==> src/rtl/lc2k_pkg.sv <==
// LC-2K shared definitions: opcodes, field positions, type classification,
// word encoding and the encoder FSM states. Also used by the decoder.
package lc2k_pkg;

   localparam logic [2:0] ADD  = 3'b000;
   localparam logic [2:0] NOR  = 3'b001;
   localparam logic [2:0] LW   = 3'b010;
   localparam logic [2:0] SW   = 3'b011;
   localparam logic [2:0] BEQ  = 3'b100;
   localparam logic [2:0] JALR = 3'b101;
   localparam logic [2:0] HALT = 3'b110;
   localparam logic [2:0] NOOP = 3'b111;

   localparam int unsigned OPC_LSB  = 22;
   localparam int unsigned REGA_LSB = 19;
   localparam int unsigned REGB_LSB = 16;
   localparam int unsigned DEST_LSB = 0;
   localparam int unsigned OFF_LSB  = 0;

   localparam logic [1:0] ERR_NONE  = 2'b00;
   localparam logic [1:0] ERR_FIELD = 2'b01;
   localparam logic [1:0] ERR_OVFL  = 2'b10;

   typedef enum logic [1:0] {ITYPE_R, ITYPE_I, ITYPE_J, ITYPE_O} itype_t;

   typedef enum logic [2:0] {IDLE, RUN, DRAIN, DONE, ERR} state_t;

   function automatic itype_t instr_type(input logic [2:0] opcode);
      itype_t t;
      case (opcode)
         ADD, NOR:     t = ITYPE_R;
         LW, SW, BEQ:  t = ITYPE_I;
         JALR:         t = ITYPE_J;
         default:      t = ITYPE_O;
      endcase
      return t;
   endfunction

   // Unused fields of each format are forced to zero.
   function automatic logic [31:0] encode_word(input logic [2:0]  opcode,
                                               input logic [2:0]  rega,
                                               input logic [2:0]  regb,
                                               input logic [2:0]  dest,
                                               input logic [15:0] offset);
      logic [31:0] w;
      w = '0;
      w[OPC_LSB +: 3] = opcode;
      case (instr_type(opcode))
         ITYPE_R: begin
            w[REGA_LSB +: 3] = rega;
            w[REGB_LSB +: 3] = regb;
            w[DEST_LSB +: 3] = dest;
         end
         ITYPE_I: begin
            w[REGA_LSB +: 3] = rega;
            w[REGB_LSB +: 3] = regb;
            w[OFF_LSB +: 16] = offset;
         end
         ITYPE_J: begin
            w[REGA_LSB +: 3] = rega;
            w[REGB_LSB +: 3] = regb;
         end
         default: ;
      endcase
      return w;
   endfunction

endpackage

==> src/rtl/instr_field_check.sv <==
// Combinational legality check of the unused fields of an instruction.
module instr_field_check
   import lc2k_pkg::*;
(
   input  logic [2:0]  opcode,
   input  logic [2:0]  regA,
   input  logic [2:0]  regB,
   input  logic [15:0] offset,
   output logic        illegal
);

   // Flag nonzero offset on R/J/O formats and nonzero registers on O format.
   always_comb begin
      illegal = 1'b0;
      case (instr_type(opcode))
         ITYPE_R, ITYPE_J: illegal = |offset;
         ITYPE_O:          illegal = (|offset) || (|regA) || (|regB);
         default:          illegal = 1'b0;
      endcase
   end

endmodule

==> src/rtl/instr_encoder.sv <==
// LC-2K instruction encoder: packs instruction fields into 32-bit words and
// writes them sequentially into instruction memory from address 0.
// Optional macro ENC_FIELD_CHECK_EN rejects instructions with nonzero
// unused fields (err_code 01) instead of silently masking them.
module instr_encoder
   import lc2k_pkg::*;
#(
   parameter int unsigned MEM_DEPTH = 65536,
   parameter int unsigned ADDR_W    = 16
) (
   input  logic              clk,
   input  logic              rst,
   input  logic              start,
   input  logic              in_valid,
   output logic              in_ready,
   input  logic [2:0]        in_opcode,
   input  logic [2:0]        in_regA,
   input  logic [2:0]        in_regB,
   input  logic [2:0]        in_destReg,
   input  logic [15:0]       in_offset,
   output logic              wr_valid,
   input  logic              wr_ready,
   output logic [ADDR_W-1:0] wr_addr,
   output logic [31:0]       wr_data,
   output logic              done,
   output logic              err,
   output logic [1:0]        err_code
);

   localparam logic [ADDR_W:0] DEPTH_C = (ADDR_W+1)'(MEM_DEPTH);

   state_t          state, nstate;
   logic [ADDR_W:0] acc_cnt;
   logic            accept, wr_fire, field_bad;
   logic            load, restart, set_err, set_done;
   logic [1:0]      err_n;
   logic [31:0]     enc;

`ifdef ENC_FIELD_CHECK_EN
   instr_field_check u_chk (
      .opcode  (in_opcode),
      .regA    (in_regA),
      .regB    (in_regB),
      .offset  (in_offset),
      .illegal (field_bad)
   );
`else
   assign field_bad = 1'b0;
`endif

   assign in_ready = (state == RUN) && (!wr_valid || wr_ready);
   assign accept   = in_valid && in_ready;
   assign wr_fire  = wr_valid && wr_ready;
   assign enc      = encode_word(in_opcode, in_regA, in_regB, in_destReg, in_offset);

   // State register.
   always_ff @(posedge clk) begin
      if (rst) state <= IDLE;
      else     state <= nstate;
   end

   // Next state and datapath controls; field error outranks overflow.
   always_comb begin
      nstate   = state;
      load     = 1'b0;
      restart  = 1'b0;
      set_err  = 1'b0;
      set_done = 1'b0;
      err_n    = ERR_NONE;
      unique case (state)
         IDLE, DONE, ERR: begin
            if (start) begin
               nstate  = RUN;
               restart = 1'b1;
            end
         end
         RUN: begin
            if (accept) begin
               if (field_bad) begin
                  nstate  = ERR;
                  set_err = 1'b1;
                  err_n   = ERR_FIELD;
               end else if (acc_cnt == DEPTH_C) begin
                  nstate  = ERR;
                  set_err = 1'b1;
                  err_n   = ERR_OVFL;
               end else begin
                  load = 1'b1;
                  if (in_opcode == HALT) nstate = DRAIN;
               end
            end
         end
         DRAIN: begin
            if (wr_fire) begin
               nstate   = DONE;
               set_done = 1'b1;
            end
         end
         default: nstate = IDLE;
      endcase
   end

   // Write port, counters and status flags.
   always_ff @(posedge clk) begin
      if (rst) begin
         wr_valid <= 1'b0;
         wr_addr  <= '0;
         wr_data  <= '0;
         acc_cnt  <= '0;
         done     <= 1'b0;
         err      <= 1'b0;
         err_code <= ERR_NONE;
      end else if (restart) begin
         // A word still pending from an errored load is dropped so the new
         // program cleanly begins at address 0.
         wr_valid <= 1'b0;
         wr_addr  <= '0;
         acc_cnt  <= '0;
         done     <= 1'b0;
         err      <= 1'b0;
         err_code <= ERR_NONE;
      end else begin
         if (wr_fire && (wr_addr != '1)) wr_addr <= wr_addr + ADDR_W'(1);
         if (load) begin
            wr_valid <= 1'b1;
            wr_data  <= enc;
            acc_cnt  <= acc_cnt + (ADDR_W+1)'(1);
         end else if (wr_fire) begin
            wr_valid <= 1'b0;
         end
         if (set_err) begin
            err      <= 1'b1;
            err_code <= err_n;
         end
         if (set_done) done <= 1'b1;
      end
   end

endmodule

==> config.mk <==
export PLATFORM = sky130hd
export DESIGN_NAME = instr_encoder
export DESIGN_NICKNAME = d
export VERILOG_FILES = /design/src/rtl/lc2k_pkg.sv /design/src/rtl/instr_field_check.sv /design/src/rtl/instr_encoder.sv
export SDC_FILE = /design/constraint.sdc
export NUM_CORES = 1
export LEC_CHECK = 0
export ABC_AREA = 1
export BUFFER_PORTS_ARGS = -buffer_cell sky130_fd_sc_hd__buf_2
export CORE_ASPECT_RATIO = 0.6
export CORE_MARGIN = 4
export CORE_UTILIZATION = 53
export CTS_CLUSTER_DIAMETER = 30
export DETAILED_ROUTE_END_ITERATION = 12
export GPL_ROUTABILITY_DRIVEN = 0
export MAX_ROUTING_LAYER = met4
export PLACE_DENSITY = 0.79
export SYNTH_ARGS = -nofsm -noshare
export SYNTH_HDL_FRONTEND = slang
export SYNTH_HIERARCHICAL = 1
export SYNTH_SLANG_ARGS = --single-unit
==> constraint.sdc <==
create_clock -name clk -period 1.7 [get_ports clk]
set_input_delay 0.255 -clock clk [delete_from_list [all_inputs] [get_ports clk]]
set_output_delay 0.255 -clock clk [all_outputs]
set_load 0.05 [all_outputs]
; ---- Word-level counts from Yosys, hierarchy flattened
; Cells that the tools add are included.
; Widths: inputs -> output; s select.
[word_totals]
reg_bits = 66
inputBits = 33
wordCells = 71
[classes]
n_addsub = 2
n_eq_ne = 18
muxes = 25
bitwise = 1
reduce_logical = 17
[op_table]
columns = cell, n
row1 = $add 17x1->17 const B, 1
row2 = $eq 17x17->1 const B, 1
row3 = $add 16x1->16 const B, 1
row4 = $ne 16x16->1 const B, 1
row5 = $mux 3, 5
row6 = $mux 13, 1
row7 = $eq 3x2->1 const B, 4
row8 = $eq 3x3->1 const B, 4
row9 = $mux 1, 12
row10 = $pmux 3 s3, 1
row11 = $reduce_or 3->1, 3
row12 = $eq 3x1->1 const B, 2
row13 = $logic_not 3->1, 2
row14 = $mux 2, 3
row15 = $mux 6, 1
row16 = $ne 2x2->1 const B, 3
row17 = $pmux 2 s3, 1
row18 = $pmux 3 s2, 1
row19 = $logic_and 1x1->1, 4
row20 = $reduce_and 4->1, 1
row21 = $reduce_or 2->1, 2
row22 = $ne 3x1->1 const B, 1
row23 = $eq 2x1->1 const B, 1
row24 = $eq 2x2->1 const B, 1
row25 = 6 further kinds, 6

; ---- Logic depth before layout (Yosys ltp)
[depth]
word_depth = 7
ltp_mapped = 13
mapped_depth_nobuf = 12

; ---- Least setup slack after synthesis
; Ideal clock, no wire load.
[synth_path]
kind = flip-flop to flip-flop
start = register wr_addr[0]
end = register wr_addr[1]
setup_time_ns = 0.116
arrival_time_ns = 1.752
setup_slack_ns = -0.168
stages_incl_launch_ff = 10
period_less_slack_ns = 1.868
path_cell_list = dfxtp_1 ha_1 inv_1 nor2_2 nand2_2 nor2_1 nor2_1 buf_2 nor2_1 nor2_1
[synth_via]
elab_chain_len = 2
[synth_lines]
columns = element, line
row1 = from (decl), instr_encoder.sv:23  ; output logic [ADDR_W-1:0] wr_addr,
row2 = from (signal assigned), instr_encoder.sv:123  ; if (wr_fire && (wr_addr != '1)) wr_addr <= wr_addr + ADDR_W'(1);
row3 = "parallel branches: the longest is 2 deep, another holds $add 16x1->16", --
; Several ways; the timed one is not identified.
; A chain may end at the register's enable or synchronous reset.

; ---- Worst setup path after layout
[layout_path]
start = register acc_cnt[1]
end = register acc_cnt[1]
[layout_via]
elab_chain_len = 4
[layout_lines]
columns = element, line
row1 = from (decl), instr_encoder.sv:33  ; logic [ADDR_W:0] acc_cnt;
row2 = from (signal assigned), instr_encoder.sv:127  ; acc_cnt <= acc_cnt + (ADDR_W+1)'(1);
row3 = "parallel branches: the longest is 4 deep, another holds $add 17x1->17", --
; Several ways; the timed one is not identified.

==> summary.txt <==
Outcome
  • Status: finished, final reports clean

Floorplan
  • Die Area: 0.00803 mm2
  • Initial Utilization: 55.9%
  • Die height: 71.0 um
  • Ports: 87
  • Total core area: 0.00628 mm2
  • Die W: 113 um
  • Standard-cell row count: 22

Critical path
  • End of the critical path: acc_cnt[1]
  • Worst-path maximum fanout: 9
  • Critical Path AT: 1900 ps
  • Worst path required time: 1970 ps
  • R2R Setup Slk: 70 ps
  • Worst R2R Start: acc_cnt[1]
  • R2r worst-path depth: 11
  • Setup crit end kind: flop
  • Critical path launch point type: flop
  • Critical Path Source: acc_cnt[1]
  • Reg2reg end: acc_cnt[1]
  • Kind of critical path: reg2reg

Job
  • Max-cap violations: 0

CTS
  • TritonCTS clock tree: built
  • Clk root buf: clkbuf_8
  • Clock transition at path regs: 70 ps
  • # clock sinks: 65
  • H-tree depth: 3
  • Longest Clk Path Bufs: 2
  • TritonCTS buffer count: 9
  • Clock latency on the worst-skew pair: 350 ps

STA
  • Final Skew: 5.60 ps
  • Slew Limit Fails: 0
  • Fin crit period: 1630 ps
  • Total negative slack: 0 ps
  • Final Setup Violations: 0
  • Crit share post-route: 95.7%
  • Final hold violations: 0
  • Max Clk Rate: 0.615 GHz
  • RSZ-0062 raised after global routing: yes

Power
  • Leak pwr: 1.91 nW
  • Power Dens Cells: 942 mW/mm2
  • Peak supply drop: 0.606 mV
  • Pwr Total: 4.23 mW

Detailed routing
  • DR vias: 3603
  • Post-detailed-route wirelength per cell: 13.9 um
  • Routed met1 length: 4520 um
  • Routed WL: 9660 um
  • Routed Antenna Nets: 0
  • WL met3: 614 um
  • # DRC: 0
  • First-pass DRT Iterations: 5
  • Vias per cell: 5.18
  • DR WL met2: 4380 um
  • First DRT Iteration DRCs: 266
  • DR top layer: met4

Yosys
  • EDFF count, synth: 0
  • Synth top area cells: dfxtp_1 37%, nand2_1 14%, nor2_1 6.2%
  • Yosys top cell by area: dfxtp_1
  • Cell Area, Synth: 0.00351 mm2
  • Syn. warnings: 6
  • Synthesis-stage register bit count: 65
  • Mapped Cells: 495
  • Synth cell types: 32
  • Ys flop type: dfxtp_1
  • Part of the Yosys area used for sequential elements: 37.1%
  • Async SR Flop Fraction: 0%
  • Top-area cell type share of the netlist area: 37.1%
  • Post-synthesis average cell area: 7.09 um2

Global route
  • Total GRT Usage: 23.2%
  • First-pass GRT wire length: 14700 um
  • Vias in the first global route: 3205
  • Grt total ovfl: 0
  • Largest net degree at the start of global routing: 38
  • Antenna violations before repair: 0

Placed design
  • Port bufs: 78
  • DP HPWL: 6790 um

Worst hold path
  • HP Class: in2reg

Layout
  • Share of cells above drive strength 1: 32.9%
  • Inserted Diodes: 0
  • Final #Nets: 643
  • Area Growth Syn to Fin: 28.0%
  • FILL cells: 498
metrics by stage:
stage	area (um2)	std cells	util, %	setup slack (ps)	hold slack, ps
floorplan	3540	502	-	11.1	415
global placement	4100	674	65.3	-57.2	448
detailed placement	4100	674	65.3	-144	448
CTS	4330	689	68.9	0.493	155
global route	4490	695	71.6	-45.9	165
finish	4490	695	71.6	72.7	162
cells in the final DEF, fill, tap and decap left out, types with 2 or more instances in the layout:
cell          n
nand2_1     128
buf_2        77
dfxtp_1      61
nor2_1       55
inv_1        40
nand3_1      36
a21oi_1      33
buf_4        33
nand2_2      22
a21oi_2      22
o21ai_0      18
xnor2_1      10
clkbuf_8      9
conb_1        8
xor2_1        7
nand4_1       4
nor2_2        4
nor3_1        4
dfxtp_2       4
ha_1          3
buf_12        3
nand3_2       2
inv_2         2
nor2_4        2
nand2_8       2
or2_2         2
bufinv_16     2
clkinvlp_4    2
where the power goes:
part | switching, mW | leakage [nW] | internal, mW
combinational | 0.773 | 1.28 | 0.350
sequential | 0.0531 | 0.527 | 1.60
clock | 0.626 | 0.102 | 0.824
total | 1.45 | 1.91 | 2.78
layer usage:
metal,up-vias,track usage (%)
li1,1789,-
met1,1666,31.3
met2,134,34.2
met3,14,5.47
met4,0,7.60
met5,-,-
timing repair:
action                     CTS  global route
setup endpoints to repair   27            54
hold buffers                 0             0
cloned                       0             2
gates resized for setup      3            21
pin swaps                    0             2
buffers inserted             0             4
critical path: stages, from the launching register on:
cell     delay [ps]
dfxtp_2         330
inv_1            90
ha_1            160
nand2_1          60
inv_1            80
nand2_2          60
nor2_4          120
nand2_4         120
nand2_8         130
buf_6           140
o21ai_0          90
a21oi_1         150
final cells by class:
class	count	area [um2]	share of cell area [%]
Multi-Input combinational cell	371	1940	43.1
Sequential cell	65	1310	29.1
Timing Repair Buffer	117	752	16.7
Inverter	43	174	3.87
Clock buffer	9	124	2.76
Clock inverter	6	92.6	2.06
Tap cell	84	105	2.34
flip-flops by register name, indices dropped and copies added (netlist names):
name      cells
done          1
err           1
state         3
err_code      1
wr_valid      1
wr_addr      16
acc_cnt      17
wr_data      25
worst min-delay path by stage:
stage,to,start,cells past startpoint,slack (ps)
finish,wr_data[3],in_offset[3],3,160
global route,wr_data[3],in_offset[3],3,170
CTS,wr_data[3],in_offset[3],3,150
detailed placement,err,err,2,450
global placement,err,err,2,450
floorplan,wr_data[3],in_offset[3],2,410
cells by family (layout without fill, tap and decap cells):
logic type               count (synthesis)  count (layout)  share of synthesized area [%]
AO/OA/AOI/OAI                           77              77                           13.6
XOR/XNOR                                17              17                           4.24
adder cells (fa/ha/maj)                  3               3                           1.07
buffers and inverters                   67             175                           10.8
flip-flops                              65              65                           37.1
other                                    1               8                          0.107
AND/OR/NAND/NOR                        265             266                           33.0
synth_stat cells, types with 4 or more instances:
library cell,number
a21oi_2,20
clkbuf_1,4
a21oi_1,35
nor2_1,58
nand2_2,22
nand3_1,37
xor2_1,7
nand4_1,4
nand2_1,129
dfxtp_1,65
o21ai_0,19
buf_6,5
xnor2_1,10
inv_1,40
nor3_1,4
buf_4,9
(Power assumes the default switching activity.)
